--- config.mk ---
export PLATFORM = sky130hd
export DESIGN_NAME = score_display_sched
export DESIGN_NICKNAME = d
export VERILOG_FILES = /design/src/rtl/disp_pkg.sv /design/src/rtl/evt_fifo.sv /design/src/rtl/score_display_sched.sv
export SDC_FILE = /design/constraint.sdc
export NUM_CORES = 1
export LEC_CHECK = 0
export ABC_AREA = 1
export ABC_CLOCK_PERIOD_IN_PS = 2050
export CORE_ASPECT_RATIO = 1.25
export CORE_MARGIN = 5
export CORE_UTILIZATION = 44
export DETAILED_ROUTE_END_ITERATION = 16
export GPL_TIMING_DRIVEN = 0
export PLACE_DENSITY = 0.83
export SLEW_MARGIN = 20
export SYNTH_ARGS = -nofsm -noshare
export SYNTH_HDL_FRONTEND = slang
export SYNTH_HIERARCHICAL = 1
export SYNTH_SLANG_ARGS = --single-unit
--- constraint.sdc ---
create_clock -name clk -period 2.05 [get_ports clk]
set_input_delay 0.3075 -clock clk [delete_from_list [all_inputs] [get_ports clk]]
set_output_delay 0.3075 -clock clk [all_outputs]
set_load 0.1 [all_outputs]
--- src/rtl/disp_pkg.sv ---
// Shared constants for the score display scheduler: segment glyphs, event codes, states.
// Latency: n/a (constants and a pure helper function only).
// Backpressure: n/a.
package disp_pkg;

    // Seven-segment glyphs, bit order gfedcba
    localparam logic [6:0] SEG_0     = 7'b0111111;
    localparam logic [6:0] SEG_1     = 7'b0000110;
    localparam logic [6:0] SEG_2     = 7'b1011011;
    localparam logic [6:0] SEG_3     = 7'b1001111;
    localparam logic [6:0] SEG_4     = 7'b1100110;
    localparam logic [6:0] SEG_5     = 7'b1101101;
    localparam logic [6:0] SEG_6     = 7'b1111101;
    localparam logic [6:0] SEG_7     = 7'b0000111;
    localparam logic [6:0] SEG_8     = 7'b1111111;
    localparam logic [6:0] SEG_9     = 7'b1101111;
    localparam logic [6:0] SEG_P     = 7'b1110011;
    localparam logic [6:0] SEG_G     = 7'b0111101;
    localparam logic [6:0] SEG_BLANK = 7'b0000000;

    // Scoring event codes; 6 and 7 are accepted but carry no banner
    localparam logic [2:0] EVT_P1_POINT = 3'd0;
    localparam logic [2:0] EVT_P2_POINT = 3'd1;
    localparam logic [2:0] EVT_P1_GAME  = 3'd2;
    localparam logic [2:0] EVT_P2_GAME  = 3'd3;
    localparam logic [2:0] EVT_P1_MATCH = 3'd4;
    localparam logic [2:0] EVT_P2_MATCH = 3'd5;

    // Scheduler states
    localparam logic [1:0] ST_LIVE = 2'd0;
    localparam logic [1:0] ST_MSG  = 2'd1;
    localparam logic [1:0] ST_GAP  = 2'd2;
    localparam logic [1:0] ST_LOCK = 2'd3;

    // Banners use digits 6 and 5 only
    localparam logic [7:0] BANNER_AN = 8'b0110_0000;

    // Two-character banner frame: letter on digit 6, player number on digit 5.
    // Game codes show G, point and match codes show P; odd codes belong to P2.
    function automatic logic [55:0] banner_seg(input logic [2:0] code);
        logic [6:0] letter;
        logic [6:0] digit;
        letter = (code == EVT_P1_GAME || code == EVT_P2_GAME) ? SEG_G : SEG_P;
        digit  = code[0] ? SEG_2 : SEG_1;
        return {SEG_BLANK, letter, digit, 35'h0};
    endfunction

endpackage

--- src/rtl/evt_fifo.sv ---
// Small synchronous FIFO with a synchronous clear that dominates push and pop.
// Latency: a pushed word is visible on rd_dat the cycle after the push.
// Backpressure: push is ignored while full, pop is ignored while empty.
module evt_fifo #(
    parameter int WIDTH = 3,
    parameter int DEPTH = 4
) (
    input  logic             clk,
    input  logic             rst,
    input  logic             clr,
    input  logic             push,
    input  logic [WIDTH-1:0] wr_dat,
    input  logic             pop,
    output logic [WIDTH-1:0] rd_dat,
    output logic             full,
    output logic             empty
);

    localparam int AW = $clog2(DEPTH);

    logic [WIDTH-1:0] mem [DEPTH];
    logic [AW:0]      wr_ptr;
    logic [AW:0]      rd_ptr;
    logic             do_push;
    logic             do_pop;

    // Extra pointer bit distinguishes full from empty when the indices match
    assign empty   = (wr_ptr == rd_ptr);
    assign full    = (wr_ptr[AW] != rd_ptr[AW]) && (wr_ptr[AW-1:0] == rd_ptr[AW-1:0]);
    assign rd_dat  = mem[rd_ptr[AW-1:0]];
    assign do_push = push && !full;
    assign do_pop  = pop && !empty;

    // Pointer update; clear wins over any simultaneous push or pop
    always_ff @(posedge clk) begin
        if (!rst || clr) begin
            wr_ptr <= '0;
            rd_ptr <= '0;
        end else begin
            if (do_push) wr_ptr <= wr_ptr + 1'b1;
            if (do_pop)  rd_ptr <= rd_ptr + 1'b1;
        end
    end

    // Storage write; contents are don't-care until pointed at
    always_ff @(posedge clk) begin
        if (do_push) mem[wr_ptr[AW-1:0]] <= wr_dat;
    end

endmodule

--- src/rtl/score_display_sched.sv ---
// Chooses the live score frame or queued scoring banners for the 8-digit display.
// Latency: all outputs registered; live frame reaches the outputs 1 cycle later.
// Backpressure: evt_ready drops while the event queue is full (never in LOCK).
module score_display_sched
    import disp_pkg::*;
#(
    parameter int HOLD_CYCLES  = 100_000_000,
    parameter int GAP_CYCLES   = 10_000_000,
    parameter int BLINK_CYCLES = 25_000_000,
    parameter int FIFO_DEPTH   = 4
) (
    input  logic        clk,
    input  logic        rst,
    input  logic [7:0]  live_an,
    input  logic [55:0] live_seg,
    input  logic        evt_valid,
    input  logic [2:0]  evt_code,
    output logic        evt_ready,
    input  logic        new_match,
    output logic [7:0]  an_out,
    output logic [55:0] seg_out,
    output logic        busy
);

    localparam int MAX_CYC = (HOLD_CYCLES > GAP_CYCLES)
                           ? ((HOLD_CYCLES > BLINK_CYCLES) ? HOLD_CYCLES : BLINK_CYCLES)
                           : ((GAP_CYCLES  > BLINK_CYCLES) ? GAP_CYCLES  : BLINK_CYCLES);
    localparam int CW = $clog2(MAX_CYC + 1);

    logic [1:0]    state_q, state_nxt;
    logic [CW-1:0] cnt_q, cnt_nxt;
    logic          blink_q, blink_nxt;
    logic [2:0]    code_q, code_nxt;
    logic          rdy_en_q;
    logic [7:0]    an_nxt;
    logic [55:0]   seg_nxt;

    logic          fifo_push, fifo_pop, fifo_clr, fifo_full, fifo_empty;
    logic [2:0]    fifo_head;

    // Ready is held off for the first cycle out of reset; in LOCK events are swallowed
    assign evt_ready = rdy_en_q && (state_q == ST_LOCK || !fifo_full);
    assign fifo_push = evt_valid && evt_ready && (state_q != ST_LOCK) && !new_match;
    assign busy      = (state_q != ST_LIVE);

    evt_fifo #(
        .WIDTH (3),
        .DEPTH (FIFO_DEPTH)
    ) u_evt_fifo (
        .clk    (clk),
        .rst    (rst),
        .clr    (fifo_clr),
        .push   (fifo_push),
        .wr_dat (evt_code),
        .pop    (fifo_pop),
        .rd_dat (fifo_head),
        .full   (fifo_full),
        .empty  (fifo_empty)
    );

    // Scheduler: one shared down-counter times MSG, GAP and each blink half-period
    always_comb begin
        logic dispatch;
        dispatch  = 1'b0;
        state_nxt = state_q;
        cnt_nxt   = cnt_q;
        blink_nxt = blink_q;
        code_nxt  = code_q;
        fifo_pop  = 1'b0;
        fifo_clr  = 1'b0;
        if (new_match) begin
            state_nxt = ST_LIVE;
            cnt_nxt   = '0;
            blink_nxt = 1'b0;
            fifo_clr  = 1'b1;
        end else begin
            case (state_q)
                ST_LIVE: dispatch = !fifo_empty;
                ST_MSG: begin
                    if (cnt_q == '0) begin
                        state_nxt = ST_GAP;
                        cnt_nxt   = CW'(GAP_CYCLES - 1);
                    end else begin
                        cnt_nxt = cnt_q - 1'b1;
                    end
                end
                ST_GAP: begin
                    if (cnt_q == '0) begin
                        state_nxt = ST_LIVE;
                        dispatch  = !fifo_empty;
                    end else begin
                        cnt_nxt = cnt_q - 1'b1;
                    end
                end
                default: begin
                    if (cnt_q == '0) begin
                        blink_nxt = !blink_q;
                        cnt_nxt   = CW'(BLINK_CYCLES - 1);
                    end else begin
                        cnt_nxt = cnt_q - 1'b1;
                    end
                end
            endcase
            // Pop the head and decide: banner, match lock, or silently drop codes 6/7
            if (dispatch) begin
                fifo_pop = 1'b1;
                code_nxt = fifo_head;
                if (fifo_head <= EVT_P2_GAME) begin
                    state_nxt = ST_MSG;
                    cnt_nxt   = CW'(HOLD_CYCLES - 1);
                end else if (fifo_head <= EVT_P2_MATCH) begin
                    state_nxt = ST_LOCK;
                    cnt_nxt   = CW'(BLINK_CYCLES - 1);
                    blink_nxt = 1'b1;
                    fifo_clr  = 1'b1;
                end else begin
                    state_nxt = ST_LIVE;
                    cnt_nxt   = '0;
                end
            end
        end
    end

    // Output frame for the state being entered, so banners appear on the entry edge
    always_comb begin
        an_nxt  = 8'h00;
        seg_nxt = 56'h0;
        case (state_nxt)
            ST_LIVE: begin
                an_nxt  = live_an;
                seg_nxt = live_seg;
            end
            ST_MSG: begin
                an_nxt  = BANNER_AN;
                seg_nxt = banner_seg(code_nxt);
            end
            ST_LOCK: begin
                an_nxt  = blink_nxt ? BANNER_AN : 8'h00;
                seg_nxt = banner_seg(code_nxt);
            end
            default: begin
                an_nxt  = 8'h00;
                seg_nxt = 56'h0;
            end
        endcase
    end

    // State, counter and output registers
    always_ff @(posedge clk) begin
        if (!rst) begin
            state_q  <= ST_LIVE;
            cnt_q    <= '0;
            blink_q  <= 1'b0;
            code_q   <= 3'd0;
            rdy_en_q <= 1'b0;
            an_out   <= 8'h00;
            seg_out  <= 56'h0;
        end else begin
            state_q  <= state_nxt;
            cnt_q    <= cnt_nxt;
            blink_q  <= blink_nxt;
            code_q   <= code_nxt;
            rdy_en_q <= 1'b1;
            an_out   <= an_nxt;
            seg_out  <= seg_nxt;
        end
    end

endmodule

==> out/results.tsv, run 1 <==
metric	value	unit
FF-to-FF path depth	13	
CP Launch Type	flip-flop	
gpl congestion	0.934	
hold_buf cts	0	
Yosys Warn Count	6	
via count of the routed design	5169	
Syn Nets	765	
Vias per Instance	5.00	
met3 routed WL	1.33	mm
dpl ws	-0.515	ns
fmax	488	MHz
global-route wire length before repair	23.9	mm
DRC	0	
Layout Utilization	65.7	%
largest net degree at the start of global routing	17	
Port Buffers	136	
crit path to	seg_out[36]	
fin crit period	2.05	ns
Die X-Extent	109	um
crit path kind	reg2reg	
Reg-to-Reg Start	cnt_q[16]	
Largest stage delay, worst path	0.34	ns
Core Box Area	12000	um^2
commonest cells after routing, fill and taps aside	nand2_1 (142), dfxtp_1 (89), clkdlybuf4s50_1 (70), nor2_1 (69), dlygate4sd2_1 (64)	
clock transition at the registers of the reported paths	0.06	ns
Syn-to-layout area delta	48.3	%
fin. max-slew vios	0	
die area	14500	um^2
Congestion Overflow GR	0	
RSZ-0062 raised after global routing	yes	
Synth Cell Area	5340	um^2
Overall Power	7.60	mW
clk sinks	118	
clk_lat worst skew	0.42	ns
top sig layer	met4	
die height	133	um
post-route ant nets	0	
placed cells	983	
layout cells sized above 1	23.4	%
vias in the first global route	5020	
sequential area share after synthesis	46.5	%
Met2 Wirelength	8.41	mm
crit path max fanout	6	
Worst-Margin Slew	1.07	ns
ANT cells	0	
r2r endpoint	seg_out[36]	
Starting DRT DRC Count	251	
Area after DPL	6910	um^2
Slew HR	29.2	%
hold path depth	3	
Rows	45	
post-synth cell types	32	
Top cell by count, worst path	nand2_4	
CTS max path bufs	2	
Min-Delay Path Class	in2reg	
slowest CP cell	dfxtp_2	
GR Util All Layers	21.5	%
status	finished clean	
Worst R2R Setup Slack	0.002	ns
Crit. Startpoint	cnt_q[16]	
crit path setup slack, layout	0.00233	ns
Power Density	960	nW/um^2
WL/cell	15.4	um
critical path cell sequence	nor2_2 > nand2_1 > nor2_4 > nand2_4 > nor2_2 > nand3_2 > nand2_4 > nand2_2 > nand2_2 > nand2_4 > buf_8 > a21oi_1 > nor2_1	
final wirelength	15.9	mm
VDD IR-drop max	0.801	mV
worst-case clock skew	0.00555	ns
Detailed Routing Iterations Pass 1	5	
number of cells produced by synthesis	683	
Inserted Clock Buffers	17	
final instance area	7920	um^2
leak pwr	3.67	nW
Starting Density	44.3	%
Post-DP HPWL	11.1	mm
period utilization	99.9	%
commonest non-fill, non-tap cell in the layout	nand2_1	
max cap viols	0	
M1 WL	5.46	mm
final hold vios	0	
initial antenna violation count	0	
Layout Cells excl Fill	1034	
# setup viols final	0	
Avg Inst Size Synth	7.82	um^2
CTS tree	done	
Arr. time, crit path	2.34	ns
Nets	939	
worst path required time	2.34	ns
# IOs	137	
H-tree depth	4	
Setup crit end kind	flip-flop	
Root Buffer	clkbuf_16	
Yosys reg bits	118	
through the flow:
stage	hold slack [ns]	TNS [ns]
6_report	0.418	0
5_1_grt	0.403	-5.19
4_1_cts	0.402	0
3_5_place_dp	0.466	-32.89
3_3_place_gp	0.458	-26.12
2_1_floorplan	0.335	0
worst min path at each step:
stage | startpoint | endpoint | slack (ns)
5_1_grt | live_seg[8] | seg_out[8] | 0.40
3_3_place_gp | code_q[1] | code_q[1] | 0.46
6_report | live_seg[8] | seg_out[8] | 0.42
2_1_floorplan | rst | rdy_en_q | 0.34
3_5_place_dp | code_q[1] | code_q[1] | 0.47
4_1_cts | live_seg[8] | seg_out[8] | 0.40
per-layer routing:
| layer | vias up | track usage, % |
|---|---|---|
| li1 | 2526 | - |
| met1 | 2364 | 20.5 |
| met2 | 222 | 38.8 |
| met3 | 57 | 8.68 |
| met4 | 0 | 11.0 |
| met5 | - | 0 |
registers in the layout, summed over array words and instances (netlist names), named ones only:
| name | cells |
|---|---|
| an_out | 8 |
| blink_q | 1 |
| cnt_q | 27 |
| code_q | 3 |
| rdy_en_q | 1 |
| seg_out | 56 |
| state_q | 2 |
| u_evt_fifo/mem | 12 |
| u_evt_fifo/rd_ptr | 3 |
| u_evt_fifo/wr_ptr | 3 |
worst max-delay path, delay by kind of cell (launching register included):
family	cells	cell delay [ns]
simple gates	11	1.27
buf+inv	1	0.17
flops	1	0.34
compound gates	1	0.12
synthesized netlist by cell type:
cell      count  share of area, %
xor2_1       15               2.5
nor3_1        9              0.84
dfxtp_1     106                40
nand3_2       2              0.37
nand3_4       2              0.66
o21ai_2       1              0.16
nor2_8        1              0.37
nor2_2       40               4.7
buf_8         1              0.28
o22ai_1       3              0.35
nand2_2      12               1.4
or2_2         2              0.23
nor2_1       84               5.9
a21oi_1      45               4.2
nand3_1      42               3.9
nand2_4       4              0.84
xnor2_1       6              0.98
buf_6         7               1.5
nor2_4        6               1.3
o21bai_1      1              0.14
a31oi_1       1              0.12
clkbuf_1     10              0.70
edfxtp_1     12               6.7
clkinv_1      2              0.14
nand3b_1      1              0.14
o21ai_0      35               3.3
ha_1         11               2.6
inv_1        53               3.7
o21ai_1       3              0.28
nand4_1       7              0.82
inv_2         9              0.63
nand2_1     150                11
power breakdown:
part / total, mW / internal [mW] / switching [mW] / leakage, nW
Sequential: 2.50 / 2.45 / 0.0516 / 0.990
Combinational: 2.13 / 0.651 / 1.48 / 2.40
Clock: 2.98 / 1.87 / 1.11 / 0.281
Total: 7.60 / 4.97 / 2.63 / 3.67
kinds of logic after synthesis:
kind of cell	share of synthesized area [%]
adders and majority gates	2.58
and+or+nand+nor	32.0
AOI/OAI and AO/OA	8.55
DFF	46.5
buffers and inverters	6.96
xor gates and xnor gates	3.44
repair_timing:
item / 4_1_cts / 5_1_grt
resized for setup: 100 / 80
setup buffers: 8 / 10
gates cloned: 0 / 1
pin swaps: 7 / 17
endpoints found under the setup margin: 152 / 111
area by class of cell:
class,instances,area [um^2]
Clock inverter,13,148
Multi-Input combinational cell,483,2720
Timing Repair Buffer,155,1490
Buffer,18,158
Sequential cell,118,2510
Tap cell,164,205
Inverter,64,250
Clock buffer,19,454
Fill cell,949,4130
Power figures use the tool's default switching activity.
==> run 2, diff against run 1 <==
GPL_TIMING_DRIVEN = 1   (was 0)
==> run 2 against run 1 <==
Via count down 1.4%. Fmax up 5.6%. Flip-flop and latch count unchanged. Core utilization down 1.7 points. Count of clock-buffer cells in the layout unchanged. Sequential power about the same. Worst setup slack better by 0.11 ns.
==> out/results.tsv, run 2 (synthesis results as in run 1) <==
metric	value	unit	change
vias in the first global route	5216		+3.9%
Worst Hold Launch	rst		
worst path required time	2.40	ns	+0.06 ns
Starting Density	44.3	%	unchanged
commonest cells after routing, fill and taps aside	nand2_1 (145), buf_4 (106), dfxtp_1 (101), nor2_1 (72), clkdlybuf4s50_1 (69)		
gpl congestion	0.980		+4.9%
Core Box Area	12000	um^2	unchanged
Detailed Routing Iterations Pass 1	5		unchanged
Port Buffers	136		unchanged
Power Density	959	nW/um^2	-0.13%
clk sinks	118		unchanged
Min-Delay Path Class	in2reg		
clk_lat worst skew	0.42	ns	about the same
Area after DPL	6950	um^2	+0.49%
post-route ant nets	0		unchanged
max cap viols	0		unchanged
die height	133	um	unchanged
fin crit period	1.94	ns	-0.108 ns
die area	14500	um^2	unchanged
crit path kind	reg2reg		
crit path max fanout	10		+4
CP Launch Type	flip-flop		
Slew HR	64.1	%	+35 points
WL/cell	14.1	um	-8.5%
Worst-Margin Slew	0.532	ns	-0.534 ns
Final TNS setup	0	ns	unchanged
final instance area	7720	um^2	-2.5%
Die X-Extent	109	um	unchanged
clock transition at the registers of the reported paths	0.06	ns	about the same
Cell Int Power	4.82	mW	-3.0%
commonest non-fill, non-tap cell in the layout	nand2_1		
H-tree depth	4		unchanged
DRC	0		unchanged
leak pwr	3.56	nW	-3.0%
period utilization	94.6	%	-5.3 points
Syn-to-layout area delta	44.5	%	
Setup crit end kind	flip-flop		
Layout Utilization	64.1	%	-1.7 points
Clk pwr share	37.4	%	-1.7 points
largest net degree at the start of global routing	49		+32
Arr. time, crit path	2.29	ns	-0.05 ns
VDD IR-drop max	0.612	mV	-24%
global-route wire length before repair	23.9	mm	-0.23%
final hold vios	0		unchanged
Rows	45		unchanged
via count of the routed design	5099		-1.4%
Vias per Instance	4.88		-2.3%
Starting DRT DRC Count	253		+0.80%
layout cells sized above 1	29.1	%	+5.6 points
# setup viols final	0		unchanged
status	finished clean		
Post-DP HPWL	11.2	mm	+0.58%
Inserted Clock Buffers	17		unchanged
CTS tree	done		
Seq pwr share	33.8	%	+0.9 points
final wirelength	14.7	mm	-7.6%
sw frac	34.9	%	+0.25 points
Psw	2.58	mW	-2.0%
Crit. Startpoint	cnt_q[24]		
Nets	949		+1.1%
Comb pwr share	28.8	%	+0.8 points
# IOs	137		unchanged
Congestion Overflow GR	0		unchanged
GR Util All Layers	21.0	%	-0.43 points
fin. max-slew vios	0		unchanged
Hold WS	0.105	ns	-0.313 ns
max FFs per register	56		unchanged
hold_buf cts	0		unchanged
Root Buffer	clkbuf_16		
worst-case clock skew	0.00599	ns	+0.000437 ns
Reg-to-Reg Start	cnt_q[24]		
Top reg by flops	seg_out		
ANT cells	0		unchanged
CTS max path bufs	2		unchanged
fillers	994		+4.7%
fmax	516	MHz	+5.6%
initial antenna violation count	0		unchanged
[run 2: layout make-up]
class	instances	area (um^2)	share of cell area, %
multi-input combinational	483	2610	33.8
sequential	118	2490	32.2
timing repair buffer	183	1610	20.9
clock buffer	19	433	5.61
inverter	64	246	3.19
tap	164	205	2.66
clock inverter	13	124	1.60
[run 2: stage by stage]
step	power, mW	setup WS (ns)	cells
floorplan	3.98	0.0251	683
global placement	4.53	0.0243	1003
detailed placement	4.55	-0.0501	1003
CTS	7.37	0.000484	1039
global route	7.70	-0.0250	1044
finish	7.40	0.111	1044
[run 2: path summary, 6_finish.rpt]
check	to	slack, ns	cells after the start
max	cnt_q[20]	0.11	13
min	rdy_en_q	0.10	1
max reg2reg	cnt_q[20]	0.11	13
min reg2reg	code_q[1]	0.48	2
[run 2: layer usage]
metal	GRT usage [%]	vias up	share of wire (%)
met5	0	-	0
met4	10.8	0	4.0
met3	8.29	46	7.3
met2	37.9	180	53
met1	20.3	2323	35
li1	-	2550	-
[run 2: worst max-delay path, stage by stage (launching register included)]
cell     delay, ns
dfxtp_1       0.33
nor2_2        0.15
nand2_1       0.10
nor2_4        0.15
nand2_4       0.09
nor2_4        0.13
nand3_4       0.10
nand2_4       0.12
buf_6         0.13
inv_2         0.07
nor2_4        0.14
nor2_4        0.08
buf_12        0.14
a21oi_1       0.14
[run 2: power groups by stage]
stage | Combinational (mW) | Clock [mW] | Sequential (mW)
after floorplan | 0.795 | 0 | 3.19
final | 2.13 | 2.77 | 2.50
after detailed placement | 2.00 | 0 | 2.55
after CTS | 2.05 | 2.82 | 2.50
after global routing | 2.27 | 2.92 | 2.51
after global placement | 1.99 | 0 | 2.54
[run 2: repair_timing]
item	in CTS	in global routing
pin swaps	3	8
setup endpoints to repair	25	92
resized for setup	5	41
setup buffers	4	5
==> run 3, diff against run 2 <==
ABC_CLOCK_PERIOD_IN_PS = 2200   (was 2050)
CORE_UTILIZATION = 49   (was 44)
CTS_CLUSTER_SIZE = 30   (was unset)
PLACE_DENSITY = 0.87   (was 0.83)
clock period = 2.2 ns   (was 2.05 ns; I/O delays follow)
==> run 3 against run 2 <==
Cell count down 5.5%. First-iteration DRC count down 13%. Count of clock-buffer cells in the layout up 2. Register-to-register slack about the same. Power down 7.0%. Sequential power down 7%. Fmax down 6.7%. Critical endpoint is now seg_out[49]. Largest power group unchanged.
==> out/results.tsv, run 3 (synthesis results as in run 1) <==
metric	value	unit	change
commonest cells after routing, fill and taps aside	nand2_1 (148), dfxtp_1 (104), nor2_1 (80), buf_4 (79), clkdlybuf4s50_1 (69)		
Starting DRT DRC Count	221		-13%
Overall Power	6.89	mW	-7.0%
die area	13100	um^2	-9.4%
commonest non-fill, non-tap cell in the layout	nand2_1		
GR Util All Layers	24.0	%	+2.9 points
H-tree depth	4		unchanged
CTS max path bufs	2		unchanged
Core Box Area	10600	um^2	-12%
post-route ant nets	0		unchanged
via count of the routed design	5071		-0.55%
Reg-to-Reg Start	cnt_q[22]		
sw frac	34.7	%	-0.17 points
fin crit period	2.08	ns	+0.138 ns
# IOs	137		unchanged
RSZ-0062 raised after global routing	yes		
final wirelength	15.2	mm	+3.3%
clock transition at the registers of the reported paths	0.06	ns	about the same
Comb pwr share	27.5	%	-1.3 points
FF-to-FF path depth	13		unchanged
global-route wire length before repair	24.2	mm	+1.6%
DRC	0		unchanged
Slew HR	59.0	%	-5.2 points
Rows	42		-6.7%
WHS Endpoint	rdy_en_q		
Post-DP HPWL	11.3	mm	+1.6%
gpl congestion	0.938		-4.2%
Setup crit end kind	flip-flop		
Seq pwr share	33.9	%	about the same
vias in the first global route	5149		-1.3%
crit path kind	reg2reg		
Worst Hold Launch	rst		
M3 GR Usage	9.06	%	+0.77 points
final hold vios	0		unchanged
Die X-Extent	103	um	-4.8%
fin. max-slew vios	0		unchanged
final instance area	7430	um^2	-3.7%
Layout Cells excl Fill	987		-5.5%
routing usage on met1	24.1	%	+3.8 points
critical path cell sequence	nor2_2 > nand2_1 > nor2_2 > nand2_2 > nor2_2 > nand3_2 > nand2_4 > nand2_2 > nand2_1 > nand2_2 > nand2_4 > buf_12 > nor2_1		
layout cells sized above 1	24.6	%	-4.5 points
Area after DPL	6790	um^2	-2.3%
CP Launch Type	flip-flop		
Inserted Clock Buffers	17		unchanged
largest net degree at the start of global routing	50		+2.0%
fillers	764		-23%
Largest stage delay, worst path	0.36	ns	+0.03 ns
WL/cell	15.4	um	+9.2%
Psw	2.39	mW	-7.4%
max FFs per register	56		unchanged
initial antenna violation count	0		unchanged
Clk pwr share	38.6	%	+1.2 points
ANT cells	0		unchanged
Detailed Routing Iterations Pass 1	5		unchanged
Worst R2R Setup Slack	0.12	ns	about the same
Port Buffers	136		unchanged
VDD IR-drop max	0.537	mV	-12%
crit path setup slack, layout	0.122	ns	+0.0116 ns
Power Density	926	nW/um^2	-3.3%
hold path depth	1		unchanged
dpl ws	0.110	ns	+0.160 ns
# setup viols final	0		unchanged
die height	127	um	-4.8%
Final TNS setup	0	ns	unchanged
Worst-Margin Slew	0.609	ns	+0.0766 ns
worst-case clock skew	0.0112	ns	+0.00517 ns
period utilization	94.4	%	-0.16 points
CTS tree	done		
Starting Density	50.3	%	+6.0 points
fmax	481	MHz	-6.7%
met2 Use GR	42.6	%	+4.6 points
worst path required time	2.51	ns	+0.11 ns
placed cells	952		-5.1%
max cap viols	0		unchanged
Cell Int Power	4.50	mW	-6.7%
crit path max fanout	15		+5
GR peak layer	met2		
Vias per Instance	5.14		+5.2%
Min-Delay Path Class	in2reg		
r2r endpoint	seg_out[49]		
Congestion Overflow GR	0		unchanged
Root Buffer	clkbuf_16		
Top reg by flops	seg_out		
clk_lat worst skew	0.42	ns	about the same
clk sinks	118		unchanged
Arr. time, crit path	2.39	ns	+0.10 ns
slowest CP cell	dfxtp_1		
Nets	924		-2.6%
Syn-to-layout area delta	39.1	%	
leak pwr	3.44	nW	-3.5%
status	finished clean		
## run 3: cell types whose count changed in the layout (fill, tap and decap cells not counted), sizes merged
cell	previous run	this run
clkinv	10	7
inv	64	66
clkbuf	19	21
buf	114	88
## run 3: power by group through the flow
stage | sequential, mW | combinational [mW] | clock (mW)
floorplan | 2.97 | 0.740 | 0
global placement | 2.37 | 1.81 | 0
detailed placement | 2.38 | 1.83 | 0
CTS | 2.33 | 1.85 | 2.68
global route | 2.34 | 2.02 | 2.80
finish | 2.33 | 1.90 | 2.65
## run 3: area by class of cell
type / count / area, um^2 / share of cell area [%]
well taps: 132 / 165 / 2.22
flip-flops and latches: 118 / 2480 / 33.4
clock inverters: 11 / 118 / 1.58
multi-input cells: 483 / 2510 / 33.8
inverters: 64 / 248 / 3.33
repair inverters: 1 / 6.26 / 0.0842
repair buffers: 157 / 1440 / 19.4
clock buffers: 21 / 460 / 6.20
## run 3: critical path: cells and delay by family (launching register included)
family,cells,cell delay (ns)
and+or+nand+nor,12,1.41
DFF,1,0.36
buffers and inverters,1,0.19
## run 3: worst max-delay path by stage
stage	startpoint	to	cells after the start
3_5_place_dp	cnt_q[0]	cnt_q[7]	13
5_1_grt	cnt_q[0]	seg_out[47]	14
2_1_floorplan	state_q[0]	cnt_q[16]	10
4_1_cts	cnt_q[0]	cnt_q[23]	14
3_3_place_gp	cnt_q[0]	cnt_q[26]	13
6_report	cnt_q[22]	seg_out[49]	13
## run 3: metrics by stage
stage          hold WS, ns  utilization [%]
3_5_place_dp         0.464             63.9
3_3_place_gp         0.458             63.9
5_1_grt             0.0849             70.0
4_1_cts             0.0789             69.4
2_1_floorplan        0.358                -
6_report            0.0923             70.0
## run 3: metal layers
metal / vias to the layer above / routed length, um
li1: 2504 / -
met1: 2340 / 5300
met2: 182 / 8150
met3: 45 / 1080
met4: 0 / 665
met5: - / 0
## run 3: repair_timing
item | in CTS | in global routing
setup endpoints to repair | 0 | 77
resized for setup | 0 | 22
buffers inserted | 0 | 2
hold buffers | 0 | 0
